===== src/rtl/lsu_pkg.sv =====
// Shared definitions for the load/store unit: funct3 codes, FSM states, memory size.
package lsu_pkg;

  localparam int MEM_BYTES_DEF = 512;

  localparam logic [2:0] F3_B  = 3'b000;
  localparam logic [2:0] F3_H  = 3'b001;
  localparam logic [2:0] F3_W  = 3'b010;
  localparam logic [2:0] F3_BU = 3'b100;
  localparam logic [2:0] F3_HU = 3'b101;

  typedef enum logic [1:0] {IDLE, ACCESS, WRITE, RESP} state_t;

  function automatic logic f3_illegal(input logic we, input logic [2:0] f3);
    if (we) return !(f3 == F3_B || f3 == F3_H || f3 == F3_W);
    else    return (f3 == 3'b011 || f3 == 3'b110 || f3 == 3'b111);
  endfunction

endpackage


===== src/rtl/lsu_align.sv =====
// Byte-lane logic: load extract/extend and store read-modify-write merge.
module lsu_align
  import lsu_pkg::*;
(
  input  logic [2:0]  funct3,
  input  logic [1:0]  off,
  input  logic [31:0] word,
  input  logic [31:0] sdata,
  output logic [31:0] load_data,
  output logic [31:0] store_word
);

  logic [7:0]  byte_v;
  logic [15:0] half_v;

  always_comb begin
    byte_v = word[{off, 3'b000} +: 8];
    half_v = word[{off[1], 4'b0000} +: 16];
    case (funct3)
      F3_B:    load_data = {{24{byte_v[7]}}, byte_v};
      F3_BU:   load_data = {24'h0, byte_v};
      F3_H:    load_data = {{16{half_v[15]}}, half_v};
      F3_HU:   load_data = {16'h0, half_v};
      default: load_data = word;
    endcase

    store_word = word;
    case (funct3)
      F3_B:    store_word[{off, 3'b000} +: 8] = sdata[7:0];
      F3_H:    store_word[{off[1], 4'b0000} +: 16] = sdata[15:0];
      default: store_word = sdata;
    endcase
  end

endmodule


===== src/rtl/lsu.sv =====
// Load/store unit driving a word-wide data memory; sub-word stores use read-modify-write.
// LSU_MISALIGN_TRAP_EN: misaligned accesses fault; otherwise low address bits are forced aligned.
module lsu
  import lsu_pkg::*;
#(
  parameter int MEM_BYTES = MEM_BYTES_DEF,
  parameter int ADDR_W    = 32
) (
  input  logic              clk,
  input  logic              rst,
  input  logic              req_valid,
  output logic              req_ready,
  input  logic              req_we,
  input  logic [2:0]        req_funct3,
  input  logic [ADDR_W-1:0] req_addr,
  input  logic [31:0]       req_wdata,
  output logic              resp_valid,
  output logic [31:0]       resp_rdata,
  output logic              resp_err,
  output logic [ADDR_W-1:0] mem_raddr,
  output logic              mem_re,
  input  logic [31:0]       mem_rdata,
  output logic [ADDR_W-1:0] mem_waddr,
  output logic              mem_we,
  output logic [31:0]       mem_wdata
);

  state_t            state, state_nxt;
  logic              we_q;
  logic [2:0]        f3_q;
  logic [ADDR_W-1:0] addr_q;
  logic [31:0]       wdata_q, merged_q;
  logic [1:0]        off;
  logic              mis_fault, fault;
  logic [31:0]       load_data, store_word;

  always_comb begin
`ifdef LSU_MISALIGN_TRAP_EN
    off = addr_q[1:0];
    case (f3_q[1:0])
      2'b01:   mis_fault = addr_q[0];
      2'b10:   mis_fault = |addr_q[1:0];
      default: mis_fault = 1'b0;
    endcase
`else
    // Misaligned requests are silently rounded down to natural alignment.
    mis_fault = 1'b0;
    case (f3_q[1:0])
      2'b01:   off = {addr_q[1], 1'b0};
      2'b10:   off = 2'b00;
      default: off = addr_q[1:0];
    endcase
`endif
    fault = mis_fault || (addr_q >= ADDR_W'(MEM_BYTES)) || f3_illegal(we_q, f3_q);
  end

  lsu_align u_align (
    .funct3     (f3_q),
    .off        (off),
    .word       (mem_rdata),
    .sdata      (wdata_q),
    .load_data  (load_data),
    .store_word (store_word)
  );

  assign req_ready  = (state == IDLE);
  assign resp_valid = (state == RESP);
  assign mem_raddr  = {addr_q[ADDR_W-1:2], 2'b00};
  assign mem_waddr  = {addr_q[ADDR_W-1:2], 2'b00};

  always_ff @(posedge clk or posedge rst) begin
    if (rst) state <= IDLE;
    else     state <= state_nxt;
  end

  always_comb begin
    state_nxt = state;
    mem_re    = 1'b0;
    mem_we    = 1'b0;
    mem_wdata = 32'h0;
    case (state)
      IDLE: if (req_valid) state_nxt = ACCESS;
      ACCESS: begin
        state_nxt = RESP;
        if (!fault) begin
          if (!we_q) begin
            mem_re = 1'b1;
          end else if (f3_q == F3_W) begin
            mem_we    = 1'b1;
            mem_wdata = wdata_q;
          end else begin
            mem_re    = 1'b1;
            state_nxt = WRITE;
          end
        end
      end
      WRITE: begin
        mem_we    = 1'b1;
        mem_wdata = merged_q;
        state_nxt = RESP;
      end
      default: state_nxt = IDLE;
    endcase
  end

  always_ff @(posedge clk or posedge rst) begin
    if (rst) begin
      we_q       <= 1'b0;
      f3_q       <= 3'b000;
      addr_q     <= '0;
      wdata_q    <= 32'h0;
      merged_q   <= 32'h0;
      resp_rdata <= 32'h0;
      resp_err   <= 1'b0;
    end else begin
      if (state == IDLE && req_valid) begin
        we_q    <= req_we;
        f3_q    <= req_funct3;
        addr_q  <= req_addr;
        wdata_q <= req_wdata;
      end
      if (state == ACCESS) begin
        resp_err   <= fault;
        resp_rdata <= (fault || we_q) ? 32'h0 : load_data;
        merged_q   <= store_word;
      end
    end
  end

endmodule


===== config.mk =====
export PLATFORM = sky130hd
export DESIGN_NAME = lsu
export DESIGN_NICKNAME = d
export VERILOG_FILES = /design/src/rtl/lsu_pkg.sv /design/src/rtl/lsu_align.sv /design/src/rtl/lsu.sv
export SDC_FILE = /design/constraint.sdc
export NUM_CORES = 1
export LEC_CHECK = 0
export CORE_MARGIN = 1
export CORE_UTILIZATION = 51
export CTS_CLUSTER_DIAMETER = 200
export DETAILED_ROUTE_END_ITERATION = 10
export PLACE_DENSITY = 0.87
export SLEW_MARGIN = 5
export SYNTH_ARGS = -nofsm -noshare
export SYNTH_HDL_FRONTEND = slang
export SYNTH_SLANG_ARGS = --single-unit

===== constraint.sdc =====
create_clock -name clk -period 8.15 [get_ports clk]
set_input_delay 2.0375 -clock clk [delete_from_list [all_inputs] [get_ports clk]]
set_output_delay 2.0375 -clock clk [all_outputs]
set_load 0.1 [all_outputs]

### Yosys cells after proc, flatten, opt, wreduce, memory -nomap -nowiden

Cells that the tools add are included.

* output and inout bits: 133
* register bits: 135

* add/subtract/negate cells: 2
* equality and inequality tests: 13
* multiplexer cells: 24
* reductions and logical operators: 10
* shift operators: 6
* order comparisons: 1

Operators by type and width (number)
* $mux 32: 4
* $pmux 32 s2: 2
* $pmux 32 s4: 1
* $bwmux 32: 2
* $ge 32x10->1 const B: 1
* $shift 16x7->32 const A: 1
* $shift 8x7->32 const A: 1
* $shiftx 16x7->32: 1
* $shiftx 32x6->16: 1
* $shiftx 32x6->8: 1
* $shiftx 8x7->32: 1
* $neg 5->7: 2
* $eq 3x3->1 const B: 4
* $mux 1: 11
* $eq 2x2->1 const B: 3
* $eq 3x2->1 const B: 2
* $logic_or 1x1->1: 6
* $pmux 2 s3: 1
* $eq 2x1->1 const B: 2
* $pmux 2 s2: 1
* $eq 3x1->1 const B: 1
* $logic_not 3->1: 1
* $logic_not 2->1: 1
* $mux 2: 1
* other kinds (4): 4

### Logic depth before layout (Yosys ltp)

* word-level depth: 8
* mapped depth: 14

### Hierarchy

Synthesis repeated with hierarchy kept, for this count alone.

* cells, all modules: 809
* area, all modules: 8164.1 sq um

By module, submodules not included
* lsu: instances 1, area an instance 6422.4 sq um, cells each 507
* lsu_align: instances 1, area an instance 1741.7 sq um, cells each 302

### Worst setup path after synthesis

OpenSTA, ideal clock, no wires.

* path kind: flip-flop to output port
* from: reg addr_q[15]
* to: out mem_wdata[0]
* buffers on the path: 1
* cell stages (with the launch flop): 7
* path slack: 3.418 ns
* arrival time: 2.694 ns
* cell sequence: dfrtp_1 -> or4_4 -> a2111oi_4 -> nand4_1 -> nor3_4 -> buf_6 -> a22o_1

* word-level cells in the longest chain between the ends: 4

RTL lines
* start, declared: line lsu.sv:31 `logic [ADDR_W-1:0] addr_q;`
* start signal, assigned: line lsu.sv:119 `addr_q <= req_addr;`
* $ge 32x10->1: line lsu.sv:54 `fault = mis_fault || (addr_q >= ADDR_W'(MEM_BYTES)) || f3_illegal(we_q, f3_q);`
* $logic_or 1x1->1: line lsu.sv:54
* $mux 32: line lsu.sv:85 `if (!fault) begin`
* $pmux 32 s2: line lsu.sv:81 `case (state)`
* end, declared: line lsu.sv:25 `output logic [31:0] mem_wdata`

No other way between the ends.

### Worst setup path after layout

* from: reg addr_q[15]
* to: out mem_wdata[18]

The elaborated chain is that of the path after synthesis.

==> flow_summary.toml <==
[synth]
synth-adder-area-share_pct = 2.15
ys_seq_area_share_pct = 44.7
syn_inst = 721
synth_compound_area_share_pct = 22.0
synth-simple-area-share_pct = 7.62
synth_edf_count = 0
synth_cell_types = 52
synth_top_family_by_area = "compound AO/OA/AOI/OAI gates"
synth_seq_cells = 135
synthTopCellsByArea = "dfrtp_1 45%, mux2_2 10%, a22o_1 6.5%"
avgSynthCellArea_sq_um = 10.5
synth_largest_area_cell = "dfrtp_1"
synth_xor_area_share_pct = 0
synthFlopType = "dfrtp_1"
synth.area.mux_share_pct = 12.6
async_flop_share_pct = 100
synth_top_area_share_pct = 44.7
synth_warnings = 0
netlist_area_sq_mm = 0.00757

[worst_setup_path]
worstSetupStartpointType = "flop"
max_stage_delay_ps = 1160
startpoint = "addr_q[15]"
slowest_stage = "clkdlybuf4s50_1"
crit_arrival_ps = 3960
worstPathCellList = "or4_4 -> a2111oi_4 -> nand4_1 -> nor3_4 -> buf_4 -> a22o_1 -> clkdlybuf4s50_1"
crit_family = "buffers and inverters"
cp_max_fo = 32
timing.rr.start = "f3_q[1]"
critPathRequiredTime_ps = 6110
end_kind = "output port"
crit_type = "flop to output port"
critPathBufInv = 2

[route]
vias = 6441
drtPass1Iterations = 5
drc_errors = 0
wl_um = 22600
first_iter_violations = 712
avgViaCountPerCell = 6.05
wl_per_cell_um = 21.2
ant_nets = 0

[clock_network]
cts_buffer_depth = 2
cts_setup_buffers = 0
numClockSinks = 135
htree_levels = 4
cts_hold_buf = 0
cts_buffers = 17
cts_tree = "yes"
cts_root_buffer = "clkbuf_16"
clk_latency_ps = 430
clk_pin_slew_ps = 60
cts.repair.resized = 0

[timing]
slew_viol_final = 0
rsz0062_at_grt = "false"
clock-skew-final_ps = 6.98
fmax_ghz = 0.167
hold_violations = 0
fin_crit_sh_pct = 73.6
fin_tns_setup_ps = 0
min_period_ps = 6000
worstMarginPinSlew_ps = 1120
setup_viol = 0
maxSlewHeadroom_pct = 25.4

[cells_and_area]
drive_gt1_share_pct = 13.8
nNetsFinal = 984
final_common_cell = "clkdlybuf4s50_1"
area_growth_syn_to_layout_pct = 33.6
final_cell_mix = "231 x clkdlybuf4s50_1, 135 x dfrtp_1, 68 x mux2_2"
diodes = 0
fillers = 1054

[grt]
grt_pass1_wl_um = 34600
antenna_found_initial = 0
grt_max_degree = 91
grt_pass1_vias = 6296
overflow = 0
track_usage_pct = 30.4

[placed_design]
hpwl_um = 16100
gp_congestion = 0.902
port_buffers = 231

[floorplanning]
row_count = 44
die_x_um = 124
die_area_sq_mm = 0.0153
initial_utilization_pct = 52.3
die_y_um = 124
ios = 236
core_area_sq_mm = 0.0145

[job]
cap_violations = 0

[min_path]
worst_hold_startpoint = "resp_rdata[7]"
holdCritPathClass = "flop to flop"

[run_status]
outcome = "complete, no violations"
-- area by class of cell --
type                       instances  area [sq um]  share of cell area, %
clock inverter                    14           190                   1.88
multi-input combinational        445          3380                   33.4
tap                              184           230                   2.28
inverter                          29           111                   1.10
timing repair buffer             240          2380                   23.5
sequential                       135          3380                   33.4
clock buffer                      18           439                   4.34
-- registers in the layout, indices dropped and copies added (netlist names) --
register / flops
merged_q: 32
f3_q: 3
wdata_q: 32
we_q: 1
resp_err: 1
resp_rdata: 32
state: 2
addr_q: 32
-- worst paths after layout --
check	cells past startpoint	end	slack, ps
max	7	mem_wdata[18]	2150
min	1	resp_rdata[7]	490
max reg2reg	9	merged_q[26]	4420
min reg2reg	1	resp_rdata[7]	490
max in group asynchronous	3	state[1]	4730
min in group asynchronous	2	resp_rdata[7]	2230
-- kinds of logic after synthesis --
logic type               count (synthesis)
AND/OR/NAND/NOR                        115
flip-flops                             135
other                                    1
adder cells (fa/ha/maj)                 13
multiplexers                            87
AO/OA/AOI/OAI                          226
buffers and inverters                  144
-- metal layers --
metal  track usage, %  wire length [um]
met3             9.25              2190
met2             47.2             10500
met1             38.4              8950
met5                0                 0
met4             14.8               956
-- synth_stat cells, drive strengths merged, types with 13 or more instances --
master and n:
nor2 57, mux2i 19, ha 13, mux2 68, o21ai 42, nor3 17, buf 82, a22oi 15
inv 27, a21oi 43, o2bb2ai 33, a22o 56, clkbuf 33, dfrtp 135
-- through the flow --
stage | hold WS, ps | area, sq um | setup WS, ps | cells | utilization (%)
after floorplan | 455 | 7580 | 2500 | 724 | -
after global placement | 471 | 9480 | 2700 | 1033 | 65.5
after detailed placement | 473 | 9480 | 2570 | 1033 | 65.5
after CTS | 490 | 10100 | 2100 | 1065 | 69.8
after global routing | 503 | 10100 | 1980 | 1065 | 69.8
final | 487 | 10100 | 2150 | 1065 | 69.8
Power is left out: the tool's default activity adds up to more than one toggle a clock period on the data nets, which glitch-free logic cannot reach.
